<file path="config.mk">
export PLATFORM = sky130hd
export DESIGN_NAME = mul_div_unit
export DESIGN_NICKNAME = d
export VERILOG_FILES = /design/src/rtl/mul_div_unit.sv
export SDC_FILE = /design/constraint.sdc
export NUM_CORES = 1
export LEC_CHECK = 0
export CORE_MARGIN = 4
export CORE_UTILIZATION = 50
export CTS_CLUSTER_SIZE = 8
export DETAILED_ROUTE_END_ITERATION = 16
export GPL_ROUTABILITY_DRIVEN = 1
export PLACE_DENSITY = 0.7
export SYNTH_ARGS = -nofsm -noshare
export SYNTH_HDL_FRONTEND = slang
export SYNTH_SLANG_ARGS = --single-unit
</file>
<file path="constraint.sdc">
create_clock -name clk -period 8.42 [get_ports clk]
set_clock_uncertainty 0.1 [all_clocks]
set_input_delay 2.105 -clock clk [delete_from_list [all_inputs] [get_ports clk]]
set_output_delay 2.105 -clock clk [all_outputs]
set_load 0.05 [all_outputs]
</file>
<file path="src/rtl/mul_div_unit.sv">
// Iterative radix-2 multiply/divide unit holding HI/LO; fixed data_width+2 cycle latency per op.
// MTHI/MTLO write in one cycle from idle; start is ignored while busy.
module mul_div_unit #(
  parameter int data_width = 32,
  parameter int op_width   = 3
) (
  input  logic                  clk,
  input  logic                  reset,
  input  logic                  start,
  input  logic [op_width-1:0]   op,
  input  logic [data_width-1:0] operand1,
  input  logic [data_width-1:0] operand2,
  output logic [data_width-1:0] hi,
  output logic [data_width-1:0] lo,
  output logic                  busy,
  output logic                  done
);

  localparam int W  = data_width;
  localparam int CW = $clog2(W);
  localparam logic [CW-1:0] CNT_LAST = CW'(W - 1);

  localparam logic [op_width-1:0] OP_MTHI = op_width'(4);
  localparam logic [op_width-1:0] OP_MTLO = op_width'(5);

  localparam logic [1:0] S_IDLE = 2'd0;
  localparam logic [1:0] S_PREP = 2'd1;
  localparam logic [1:0] S_ITER = 2'd2;
  localparam logic [1:0] S_FIX  = 2'd3;

  logic [1:0]     state_q, state_d;
  logic [CW-1:0]  cnt_q, cnt_d;
  logic [2*W-1:0] acc_q, acc_d;
  logic [W-1:0]   mag_q, mag_d;
  logic [W-1:0]   op1_q, op1_d;
  logic [W-1:0]   op2_q, op2_d;
  logic           div_q, div_d;
  logic           uns_q, uns_d;
  logic           neg_q, neg_d;
  logic           negr_q, negr_d;
  logic [W-1:0]   hi_q, hi_d;
  logic [W-1:0]   lo_q, lo_d;
  logic           done_q, done_d;

  // Sign handling of the captured operands, used during PREP.
  logic           sa, sb;
  logic [W-1:0]   ma, mb;
  assign sa = !uns_q && op1_q[W-1];
  assign sb = !uns_q && op2_q[W-1];
  assign ma = sa ? (~op1_q + 1'b1) : op1_q;
  assign mb = sb ? (~op2_q + 1'b1) : op2_q;

  // Multiply step: conditionally add multiplicand to the upper half, then shift right.
  logic [W:0]     mul_sum;
  assign mul_sum = {1'b0, acc_q[2*W-1:W]} + (acc_q[0] ? {1'b0, mag_q} : {(W+1){1'b0}});

  // Restoring divide step on the left-shifted partial remainder.
  logic [W:0]     div_top;
  logic           div_ge;
  logic [W-1:0]   div_diff;
  assign div_top  = acc_q[2*W-1:W-1];
  assign div_ge   = div_top >= {1'b0, mag_q};
  assign div_diff = div_top[W-1:0] - mag_q;

  logic [2*W-1:0] prod_signed;
  logic [W-1:0]   quo_signed, rem_signed;
  assign prod_signed = neg_q  ? (~acc_q + 1'b1) : acc_q;
  assign quo_signed  = neg_q  ? (~acc_q[W-1:0] + 1'b1) : acc_q[W-1:0];
  assign rem_signed  = negr_q ? (~acc_q[2*W-1:W] + 1'b1) : acc_q[2*W-1:W];

  always_comb begin
    state_d = state_q;
    cnt_d   = cnt_q;
    acc_d   = acc_q;
    mag_d   = mag_q;
    op1_d   = op1_q;
    op2_d   = op2_q;
    div_d   = div_q;
    uns_d   = uns_q;
    neg_d   = neg_q;
    negr_d  = negr_q;
    hi_d    = hi_q;
    lo_d    = lo_q;
    done_d  = 1'b0;
    case (state_q)
      S_IDLE: begin
        if (start) begin
          if (op < OP_MTHI) begin
            state_d = S_PREP;
            op1_d   = operand1;
            op2_d   = operand2;
            div_d   = op[1];
            uns_d   = op[0];
          end else if (op == OP_MTHI) begin
            hi_d = operand1;
          end else if (op == OP_MTLO) begin
            lo_d = operand1;
          end
        end
      end
      S_PREP: begin
        cnt_d   = '0;
        state_d = S_ITER;
        neg_d   = sa ^ sb;
        negr_d  = sa;
        if (div_q) begin
          mag_d = mb;
          acc_d = {{W{1'b0}}, ma};
        end else begin
          mag_d = ma;
          acc_d = {{W{1'b0}}, mb};
        end
      end
      S_ITER: begin
        if (div_q) begin
          if (div_ge) acc_d = {div_diff, acc_q[W-2:0], 1'b1};
          else        acc_d = {acc_q[2*W-2:0], 1'b0};
        end else begin
          acc_d = {mul_sum, acc_q[W-1:1]};
        end
        cnt_d = cnt_q + 1'b1;
        if (cnt_q == CNT_LAST) state_d = S_FIX;
      end
      default: begin
        // Divide by zero still runs full latency; result is forced here.
        if (div_q && op2_q == '0) begin
          lo_d = {W{1'b1}};
          hi_d = op1_q;
        end else if (div_q) begin
          lo_d = quo_signed;
          hi_d = rem_signed;
        end else begin
          lo_d = prod_signed[W-1:0];
          hi_d = prod_signed[2*W-1:W];
        end
        done_d  = 1'b1;
        state_d = S_IDLE;
      end
    endcase
  end

  always_ff @(posedge clk) begin
    if (reset) begin
      state_q <= S_IDLE;
      cnt_q   <= '0;
      acc_q   <= '0;
      mag_q   <= '0;
      op1_q   <= '0;
      op2_q   <= '0;
      div_q   <= 1'b0;
      uns_q   <= 1'b0;
      neg_q   <= 1'b0;
      negr_q  <= 1'b0;
      hi_q    <= '0;
      lo_q    <= '0;
      done_q  <= 1'b0;
    end else begin
      state_q <= state_d;
      cnt_q   <= cnt_d;
      acc_q   <= acc_d;
      mag_q   <= mag_d;
      op1_q   <= op1_d;
      op2_q   <= op2_d;
      div_q   <= div_d;
      uns_q   <= uns_d;
      neg_q   <= neg_d;
      negr_q  <= negr_d;
      hi_q    <= hi_d;
      lo_q    <= lo_d;
      done_q  <= done_d;
    end
  end

  assign hi   = hi_q;
  assign lo   = lo_q;
  assign busy = state_q != S_IDLE;
  assign done = done_q;

endmodule

</file>
## Word-level counts from Yosys, hierarchy flattened

Index checks and enable logic that the tools add are counted.

- Bitwise logic cells: 7
- Multiplexer cells: 30
- Reduce and logical (&&, ||, !) cells: 14
- Equality and inequality tests: 12
- $lt $le $gt $ge: 2
- $add $sub $neg: 8

Operator list:

| operator | number |
|---|---|
| two-way mux 32 bit | 18 |
| two-way mux 64 bit | 3 |
| adder 32 x 1 -> 32 bit (second input constant) | 4 |
| NOT 32 bit | 4 |
| one-hot mux 32 bit (2 select lines) | 2 |
| one-hot mux 64 bit (2 select lines) | 1 |
| adder 64 x 1 -> 64 bit (second input constant) | 1 |
| NOT 64 bit | 1 |
| adder 32 x 32 -> 33 bit | 1 |
| >= comparator 33 x 32 -> 1 bit | 1 |
| zero test 32 bit | 1 |
| subtractor 32 bit | 1 |
| != test 2 bit (second input constant) | 7 |
| one-hot mux 5 bit (2 select lines) | 1 |
| equality test 3 bit (second input constant) | 2 |
| two-way mux 2 bit | 3 |
| one-hot mux 2 bit (3 select lines) | 1 |
| AND reduction 3 bit | 2 |
| adder 5 x 1 -> 5 bit (second input constant) | 1 |
| equality test 5 bit (second input constant) | 1 |
| AND reduction 5 bit | 1 |
| AND reduction 4 bit | 1 |
| nonzero test 2 bit | 2 |
| logical AND 1 bit | 3 |
| other kinds (10) | 10 |

- Output and inout port bits: 66
- Logic and storage cells: 86
- Register bits after elaboration: 236
- Bits of input ports: 70

## Depth between registers and ports, before layout

Gate-level depths: netlist of the first run.

- Word-level depth: 6
- Gate-level depth with buffers: 14
- Depth with buffers taken out: 13

## Worst setup path before layout of the first run

Ideal clock, no wire load.

- Kind: reg-to-output
- From: register state_q[0]
- To: output busy
- Arrival time: 1775 ps
- Path slack: 4440 ps
- Path buffers: 3
- Stages on the path, launching flop included: 7
- Required time: 6215 ps
- Cells stage by stage: dfxtp_1 > inv_1 > ha_1 > clkbuf_1 > inv_1 > clkbuf_1 > clkbuf_1

- Longest elaborated chain between the ends: 1

RTL lines:

| what | line | text |
|---|---|---|
| start: declaration | 31 | `logic [1:0] state_q, state_d;` |
| start signal: assignment | 158 | `state_q <= state_d;` |
| nonzero test 2 bit | 176 | `assign busy = state_q != S_IDLE;` |
| end: declaration | 15 | `output logic busy,` |

No other way between the ends.

## Final worst setup path of the first run

- From: input start
- To: register hi_q[24], in the netlist hi[24]

- Longest elaborated chain between the ends: 2

RTL lines:

| what | line | text |
|---|---|---|
| start: declaration | 9 | `input logic start,` |
| != test 2 bit (no source line) | -- |  |
| AND reduction 4 bit (no source line) | -- |  |
| end signal: assignment | 168 | `hi_q <= hi_d;` |
| end: declaration | 41 | `logic [W-1:0] hi_q, hi_d;` |

No other way between the ends.
A chain may end at the register's enable or synchronous reset.

==> impl_results.md, run 1 <==
- CTS tree: done
- 1st-pass router iterations: 6
- Most common cell on crit path: nand2_1
- GRT overflow: 0
- Row cnt: 66
- Placed insts: 2666
- Yosys top cell by area: dfxtp_1
- First-pass GRT wire length: 91.9 mm
- Yosys warning count: 0
- Die height: 190 um
- Fin nets: 2407
- Final Cell Area: 19100 um^2
- Worst Path Required: 8.77 ns
- Switching power share of the total: 0.502
- Met2 Use GR: 0.469
- Initial antenna violation count: 0
- Final WS setup: 3.52 ns
- Register area share after synthesis: 0.285
- GR Util met1: 0.469
- Kind of critical path: input port to flop
- Post-synth EDFFs: 0
- Post-CTS setup buffers: 0
- Crit share post-route: 0.582
- I/O Pins: 136
- Final Max Slew Viols: 0
- Dpl cell area: 18100 um^2
- DRC Markers: 0
- CP delay by family, top: compound AO/OA/AOI/OAI gates
- Max Cap Viol: 0
- CTS Buf Count: 35
- CORE AREA: 32600 um^2
- Drt initial violations: 2168
- Final Util: 0.584
- P&R area growth vs syn: 14.8%
- Clk pwr share: 0.188
- Syn Std Cell Area: 16600 um^2
- Total routed wirelength: 60.8 mm
- Final setup violation count: 0
- Gr usage total: 0.321
- CP max FO: 26
- Port bufs: 135
- Leakage: 7.86 nW
- Total power: 6.71 mW
- Vias in the first global route: 15500
- Max Fclk: 204 MHz
- Critical path cell sequence: clkdlybuf4s50_1 -> nand2_1 -> or3_1 -> a21oi_1 -> nand2_1 -> a2111oi_0 -> a21o_1
- Largest net degree at the start of global routing: 90
- Power Density: 352 nW/um^2
- Layout cells sized above 1: 0.0508
- Count of different cell masters after synthesis: 82
- Buf+Inv Stages, Crit Path: 1
- Worst-margin pin slew: 1.17 ns
- Combinational power share: 0.571
- Synth Register Bits: 236
- Async S/R FF share, synth: 0
- Post-detail-place hpwl: 45.4 mm
- Setup TNS: 0 ns
- Final hold viol count: 0
- Fillers: 3032
- Maximum vdd drop: 0.000252 V
- GP Congestion: 0.974
- Vias: 17100
- Initial Util: 0.509
- Slew margin rel.: 0.219
- Hold-fix buffers, CTS: 0
- Gate Count Post-Synth: 2207
- Largest stage delay on the critical path: 0.79 ns
- GR Layer Usage met3: 0.0550
- P_sw: 3.37 mW
- Cell Count, Final, Fillers Out: 2706
- H-Tree Depth: 2
- GRT Max-Usage Layer: met2
- Top cells by area, synth: dfxtp_1, nand2_1, a21oi_1, nor2_1, ha_1
- Worst EP arrival: 5.26 ns
- CTS resizes: 0
- Remaining antenna violation count: 0
- Period minus WS final: 4.90 ns
- Slowest cell on crit path: nand2_1
- Internal Pwr Total: 3.34 mW
- DR vias/cell: 6.32
- CP endpoint kind: flop
- Horiz. Die Dim: 190 um
- Sink Count: 236
- Syn avg cell area: 7.52 um^2
- Multi-input gate area: 11100 um^2
- Worst skew pair latency: 0.52 ns
- DIE AREA: 36200 um^2
- Sequential cell area: 4730 um^2
- CTS root buf: clkbuf_16
- Pre-CTS setup slack: 3.05 ns
- Clk buf depth: 3
- Ys flop type: dfxtp_1
- RSZ-0062 raised after global routing: no
- Yosys top cell area share: 0.285
- Startpoint types: input port
- Sequential share of power: 0.241
- Antenna cells: 0
- Post-Syn Nets: 2353
- WL/cell: 22.5 um
- Outcome: finished clean
- Hold WC Path Type: flop to flop
- Clock transition at path regs: 0.05 ns
- Hold WS: 0.335 ns
==> sequential cells by signal (all words and copies together), names as in the netlist <==
name / count
hi: 32
op1_q: 32
done: 1
cnt_q: 5
negr_q: 1
neg_q: 1
div_q: 1
uns_q: 1
op2_q: 32
state_q: 2
mag_q: 32
lo: 32
acc_q: 64
==> synthesized netlist by cell type (all sizes together) (30+ instances only) <==
| cell type | n |
|---|---|
| o21ai | 116 |
| nor3 | 48 |
| inv | 75 |
| xor2 | 105 |
| o211ai | 30 |
| a211oi | 38 |
| a21oi | 217 |
| a21o | 39 |
| ha | 74 |
| clkbuf | 111 |
| xnor2 | 67 |
| mux2i | 38 |
| nand2 | 301 |
| nor2 | 277 |
| dfxtp | 236 |
==> worst register-to-register path, cell delays in order (launching register included) <==
cell	delay, ns
dfxtp_1	0.58
inv_1	0.13
buf_4	0.26
nor2_1	0.19
ha_1	0.29
o211ai_1	0.23
a21oi_1	0.10
o41a_1	0.45
a41oi_1	0.44
o211ai_1	0.40
a221oi_1	0.73
o221ai_1	0.25
a31oi_1	0.22
a31oi_1	0.06
==> path summary, 6_finish.rpt <==
path                            cells after the start  slack, ns  startpoint         to
worst max-delay path                                7       3.52       start     hi[24]
worst min register to register                      2       0.34      hi[30]     hi[30]
worst min-delay path                                2       0.34      hi[30]     hi[30]
worst max register to register                     13       3.85    acc_q[0]  acc_q[63]
==> layer usage <==
| layer | up-vias | routed length, um |
|---|---|---|
| met1 | 7935 | 26200 |
| met4 | 0 | 2910 |
| met2 | 1025 | 25400 |
| met5 | - | 0 |
| met3 | 168 | 6330 |
| li1 | 7974 | - |
==> power by group through the flow <==
| stage | Combinational, mW | Clock (mW) | Sequential [mW] |
|---|---|---|---|
| 3_3_place_gp | 3.71 | 0 | 1.62 |
| 3_5_place_dp | 3.75 | 0 | 1.63 |
| 5_1_grt | 4.09 | 1.31 | 1.64 |
| 4_1_cts | 3.77 | 1.27 | 1.61 |
| 2_1_floorplan | 2.22 | 0 | 1.99 |
| 6_report | 3.83 | 1.26 | 1.62 |
==> area by class of cell <==
type                    instances  area share
multi-input cells            1757       0.581
flip-flops and latches        236       0.248
repair buffers                156      0.0790
clock buffers                  38      0.0471
well taps                     442      0.0290
inverters                      75      0.0148
clock inverters                 2     0.00151
==> logic make-up after synthesis <==
family / share of synthesized area
compound gates: 0.251
xor+xnor: 0.0908
fa+ha+maj: 0.0582
buf+inv: 0.0495
flops: 0.285
mux: 0.0473
simple gates: 0.219
==> layout by cell type (no fill, tap or decap), types with 6 or more instances in the layout <==
cell             Yosys  final
a221oi_1            10     10
nor2_1             276    273
clkdlybuf4s50_1      0    134
ha_1                74     74
nand2_1            301    301
nor3_1              48     48
a31oi_1             28     28
nand2b_1            29     29
or3_1               18     18
o211ai_1            30     30
o21ai_0            111    111
nand3_1             27     27
nand4_1             11     11
o211a_1              6      6
a21o_1              39     38
o32ai_1              6      6
or2_2                7      7
clkbuf_16            0     35
buf_4                0     22
o31ai_1             27     27
and3_1               8      8
o22ai_1             12     12
mux2i_1             38     38
xnor2_1             67     67
a21oi_1            217    216
inv_1               74     73
nor2b_1             13     13
o21a_1              11     11
xor2_1             105    105
and2_1              11     11
a211o_1              6      6
a211oi_1            38     38
or4_1               15     15
mux4_2              16     16
nor4_1              16     16
a22oi_1             15     15
o221ai_1            25     25
o41ai_1              8      8
dfxtp_1            236    235
(Power assumes the default switching activity.)
==> run 2: changes to the inputs <==
--- a/config.mk
+++ b/config.mk
@@ -10,7 +10,7 @@
 export CTS_CLUSTER_SIZE = 8
 export DETAILED_ROUTE_END_ITERATION = 16
 export GPL_ROUTABILITY_DRIVEN = 1
-export PLACE_DENSITY = 0.7
+export PLACE_DENSITY = 0.73
 export SYNTH_ARGS = -nofsm -noshare
 export SYNTH_HDL_FRONTEND = slang
 export SYNTH_SLANG_ARGS = --single-unit
==> constraint.sdc (replaced) <==
create_clock -name clk -period 4.3 [get_ports clk]
set_clock_uncertainty 0.1 [all_clocks]
set_input_delay 1.075 -clock clk [delete_from_list [all_inputs] [get_ports clk]]
set_output_delay 1.075 -clock clk [all_outputs]
set_load 0.05 [all_outputs]
==> run 2 against run 1 <==
Compared with the run above:
- utilization grew 1.0 points
- critical endpoint is now acc_q[61]
- critical path depth grew 7
- sequential power grew 91%
- final cell count grew 1.6%
- sequential cell count is the same
- largest power group unchanged
- hold slack lost 0.0028 ns
- critical path type is now flop to flop
- sequential share of layout area shrank 0.42 points
- via count grew 1.8%
==> impl_results.md, run 2 (synthesis gave the netlist of run 1 again) <==
- Outcome: finished clean
- Biggest register: acc_q
- Initial Util: 0.509
- CTS Buf Count: 35
- Hold WS: 0.333 ns
- Vias: 17400
- CP max FO: 8
- Worst-margin pin slew: 1.13 ns
- Power Density: 688 nW/um^2
- First-pass GRT wire length: 94.3 mm
- Clk buf depth: 3
- Final WS setup: 0.494 ns
- CTS root buf: clkbuf_16
- RSZ-0062 raised after global routing: no
- Slew margin rel.: 0.249
- Slowest cell on crit path: a221oi_1
- Startpoint types: flop
- Die height: 190 um
- GP Congestion: 0.996
- Leakage: 8.08 nW
- Hold-fix buffers, CTS: 0
- Port bufs: 135
- Cell Count, Final, Fillers Out: 2748
- Placed insts: 2708
- CP endpoint kind: flop
- Layout cells sized above 1: 0.0685
- Pre-CTS setup slack: 0.605 ns
- Max Cap Viol: 0
- Hold-critical path depth: 2
- H-Tree Depth: 2
- Commonest non-fill, non-tap cell in the layout: nand2_1
- Fillers: 3027
- Total power: 13.3 mW
- Worst Path Required: 4.58 ns
- Worst skew pair latency: 0.52 ns
- Crit share post-route: 0.885
- Initial antenna violation count: 0
- CTS tree: done
- DIE AREA: 36200 um^2
- Critical path cell sequence: buf_4 -> and2_1 -> ha_1 -> inv_1 -> fa_1 -> nand2b_1 -> a21oi_1 -> o41a_1 -> a41oi_1 -> o211ai_1 -> a221oi_1 -> o21ai_0 -> xnor2_1 -> o21ai_0
- DRC Markers: 0
- Kind of critical path: flop to flop
- DR vias/cell: 6.34
- Period minus WS final: 3.81 ns
- WL/cell: 22.8 um
- Hold wc startpoint: hi[12]
- Horiz. Die Dim: 190 um
- Final Max Slew Viols: 0
- R2R setup slack: 0.49 ns
- 1st-pass router iterations: 6
- Vias in the first global route: 16100
- Post-CTS setup buffers: 0
- Total routed wirelength: 62.7 mm
- Largest register FFs: 64
- P&R area growth vs syn: 16.8%
- Worst hold endpoint: hi[12]
- I/O Pins: 136
- Final hold viol count: 0
- CTS resizes: 0
- R2R cell count: 14
- Clock transition at path regs: 0.06 ns
- Largest stage delay on the critical path: 0.58 ns
- Sink Count: 236
- Row cnt: 66
- Most common cell on crit path: o21ai_0
- Post-detail-place hpwl: 47.9 mm
- Worst EP arrival: 4.08 ns
- Antenna cells: 0
- GRT overflow: 0
- Drt initial violations: 2288
- Largest net degree at the start of global routing: 73
- Final setup violation count: 0
- Max Fclk: 263 MHz
- Hold WC Path Type: flop to flop
- Fin nets: 2449
- Gr usage total: 0.331
- CORE AREA: 32600 um^2
- Remaining antenna violation count: 0
- R2R Path End: acc_q[61]
- Worst reg2reg startpoint: acc_q[0]
- Commonest cells after routing, fill and taps aside: nand2_1, nor2_1, dfxtp_1
- Maximum vdd drop: 0.000522 V
- Setup TNS: 0 ns
## run 2: cell type report
cell class | instances | area, um^2 | share of cell area
clock buffers | 38 | 897 | 0.0463
clock inverters | 2 | 28.8 | 0.00148
inverters | 75 | 282 | 0.0145
multi-input cells | 1757 | 11100 | 0.571
flip-flops and latches | 236 | 4730 | 0.244
well taps | 442 | 553 | 0.0285
repair buffers | 198 | 1830 | 0.0945
## run 2: worst max-delay path, delay by kind of cell, from the launching register on
kind | cells | cell delay (ns)
xor+xnor | 1 | 0.17
compound gates | 7 | 2.13
fa+ha+maj | 2 | 0.39
flops | 1 | 0.31
simple gates | 2 | 0.32
buf+inv | 2 | 0.24
## run 2: metal layers
layer	global-route usage	wire length [um]	vias up
met5	0	0	-
li1	-	-	8049
met1	0.461	25600	8127
met2	0.503	26800	1059
met3	0.0549	6960	183
met4	0.154	3270	0
## run 2: worst max-delay path by stage
| stage | from | end | cells past startpoint |
|---|---|---|---|
| 2_1_floorplan | acc_q[0] | acc_q[58] | 14 |
| 3_3_place_gp | acc_q[0] | acc_q[61] | 13 |
| 3_5_place_dp | acc_q[0] | acc_q[63] | 13 |
| 4_1_cts | acc_q[0] | acc_q[63] | 13 |
| 5_1_grt | acc_q[0] | acc_q[58] | 12 |
| 6_report | acc_q[0] | acc_q[61] | 14 |
## run 2: report_power, final
| part | total (mW) | internal (mW) | switching [mW] | leakage, nW |
|---|---|---|---|---|
| logic | 7.76 | 2.51 | 5.25 | 5.71 |
| clock network | 2.48 | 1.46 | 1.02 | 0.455 |
| registers | 3.09 | 2.66 | 0.435 | 1.92 |
## run 2: stage by stage
stage,utilization,cell area (um^2)
floorplan,-,16600
global placement,0.566,18500
detailed placement,0.566,18500
CTS,0.594,19400
global route,0.594,19400
finish,0.594,19400
==> run 3: changes to the inputs <==
==> config.mk (replaced) <==
export PLATFORM = sky130hd
export DESIGN_NAME = mul_div_unit
export DESIGN_NICKNAME = d
export VERILOG_FILES = /design/src/rtl/mul_div_unit.sv
export SDC_FILE = /design/constraint.sdc
export NUM_CORES = 1
export LEC_CHECK = 0
export CORE_MARGIN = 2
export CORE_UTILIZATION = 52
export CTS_CLUSTER_SIZE = 8
export DETAILED_ROUTE_END_ITERATION = 16
export GPL_ROUTABILITY_DRIVEN = 1
export PLACE_DENSITY = 0.75
export SYNTH_ARGS = -nofsm -noshare
export SYNTH_HDL_FRONTEND = slang
export SYNTH_SLANG_ARGS = --single-unit
==> run 3 against run 2 <==
Compared with the run above:
- worst setup slack got worse by 0.0039 ns
- via count increased by 0.62%
- clock power increased by 2%
- highest routed layer is now met5
- maximum frequency decreased by 0.10%
- sequential power about the same
- register-to-register slack about the same
==> impl_results.md, run 3 (synthesis gave the netlist of run 1 again) <==
- Outcome: finished clean
- CTS Buf Count: 35
- First-pass GRT wire length: 95.1 mm
- Total routed wirelength: 62.4 mm
- Max Cap Viol: 0
- Worst skew pair latency: 0.52 ns
- 1st-pass router iterations: 5
- Worst-margin pin slew: 0.945 ns
- Final hold viol count: 0
- Clk buf depth: 3
- Commonest non-fill, non-tap cell in the layout: nand2_1
- Fin nets: 2450
- CORE AREA: 31500 um^2
- Horiz. Die Dim: 183 um
- Final Cell Area: 19400 um^2
- Remaining antenna violation count: 0
- GP Congestion: 1.02
- Hold WC Path Type: flop to flop
- Gr usage total: 0.366
- CTS tree: done
- Hold-fix buffers, CTS: 0
- Sink Count: 236
- Period minus WS final: 3.81 ns
- DRC Markers: 0
- CP max FO: 11
- Setup TNS: 0 ns
- DR vias/cell: 6.47
- Worst Path Required: 4.57 ns
- DIE AREA: 33400 um^2
- CTS root buf: clkbuf_16
- Largest register FFs: 64
- GRT overflow: 0
- Slew margin rel.: 0.369
- Power Density: 688 nW/um^2
- Post-CTS setup buffers: 0
- RSZ-0062 raised after global routing: no
- Worst EP arrival: 4.08 ns
- Crit share post-route: 0.886
- Final Max Slew Viols: 0
- CP endpoint kind: flop
- P&R area growth vs syn: 16.8%
- Dpl cell area: 18400 um^2
- WL/cell: 23.0 um
- Port bufs: 135
- Leakage: 8.10 nW
- Initial Util: 0.527
- Row cnt: 65
- Clock transition at path regs: 0.05 ns
- Antenna cells: 0
- Drt initial violations: 2183
- Commonest cells after routing, fill and taps aside: nand2_1, nor2_1, dfxtp_1
- Layout cells sized above 1: 0.0693
- Startpoint types: flop
- Post-detail-place hpwl: 47.4 mm
- Vias: 17500
- Vias in the first global route: 16100
- I/O Pins: 136
- Biggest register: acc_q
- Largest net degree at the start of global routing: 72
- Kind of critical path: flop to flop
- Die height: 183 um
- H-Tree Depth: 2
- Max Fclk: 262 MHz
- Maximum vdd drop: 0.000451 V
- Final setup violation count: 0
- Initial antenna violation count: 1
## run 3: cell count changes in the layout (fill, tap and decap cells not counted)
cell / change
a2111oi_0: -1
a2111oi_1: +1
buf_12: +1
clkbuf_16: +1
clkinv_8: +1
inv_16: -1
## run 3: layout make-up
class                   instances  area (um^2)
fillers                      2858        12100
multi-input cells            1757        11100
flip-flops and latches        236         4730
repair buffers                199         1850
clock buffers                  39          922
well taps                     402          503
inverters                      75          282
clock inverters                 2         25.0
## run 3: where the power goes
| group | switching [mW] | leakage, nW | internal [mW] |
|---|---|---|---|
| sequential | 0.432 | 1.92 | 2.66 |
| clock | 1.03 | 0.465 | 1.50 |
| combinational | 5.20 | 5.71 | 2.52 |
## run 3: worst max-delay path: stages (launching register included)
cell	delay, ns
dfxtp_1	0.31
inv_1	0.32
nor2_1	0.08
ha_1	0.37
a211o_1	0.34
o22a_1	0.22
o211a_1	0.18
a2111oi_1	0.57
nor3_1	0.18
a31oi_1	0.47
o21ai_0	0.21
xnor2_1	0.18
o221ai_1	0.12
## run 3: layer usage
| metal | global-route usage | vias up | share of wire |
|---|---|---|---|
| met5 | 0 | - | 0.00029 |
| met4 | 0.159 | 2 | 0.046 |
| met3 | 0.0720 | 177 | 0.10 |
| met2 | 0.561 | 1054 | 0.43 |
| met1 | 0.499 | 8229 | 0.42 |
| li1 | - | 8064 | - |
## run 3: final timing paths
kind	end	depth (start not counted)	startpoint	slack (ns)
max	acc_q[58]	12	acc_q[0]	0.49
max reg2reg	acc_q[58]	12	acc_q[0]	0.49
min	hi[20]	2	hi[20]	0.33
min reg2reg	hi[20]	2	hi[20]	0.33
## run 3: what timing repair did
item / CTS / global route
endpoints found under the setup margin: 0 / 2
gates resized for setup: 0 / 1
hold endpoints to repair: 0 / 0
## run 3: metrics by stage
stage	util	setup WS, ns	std cells	total power, mW	hold slack [ns]
floorplan	-	0.850	2207	8.24	0.341
global placement	0.586	0.572	2669	10.5	0.326
detailed placement	0.586	0.433	2669	10.6	0.329
CTS	0.616	0.426	2710	13.1	0.335
global route	0.616	0.173	2710	14.0	0.347
finish	0.616	0.490	2710	13.3	0.333
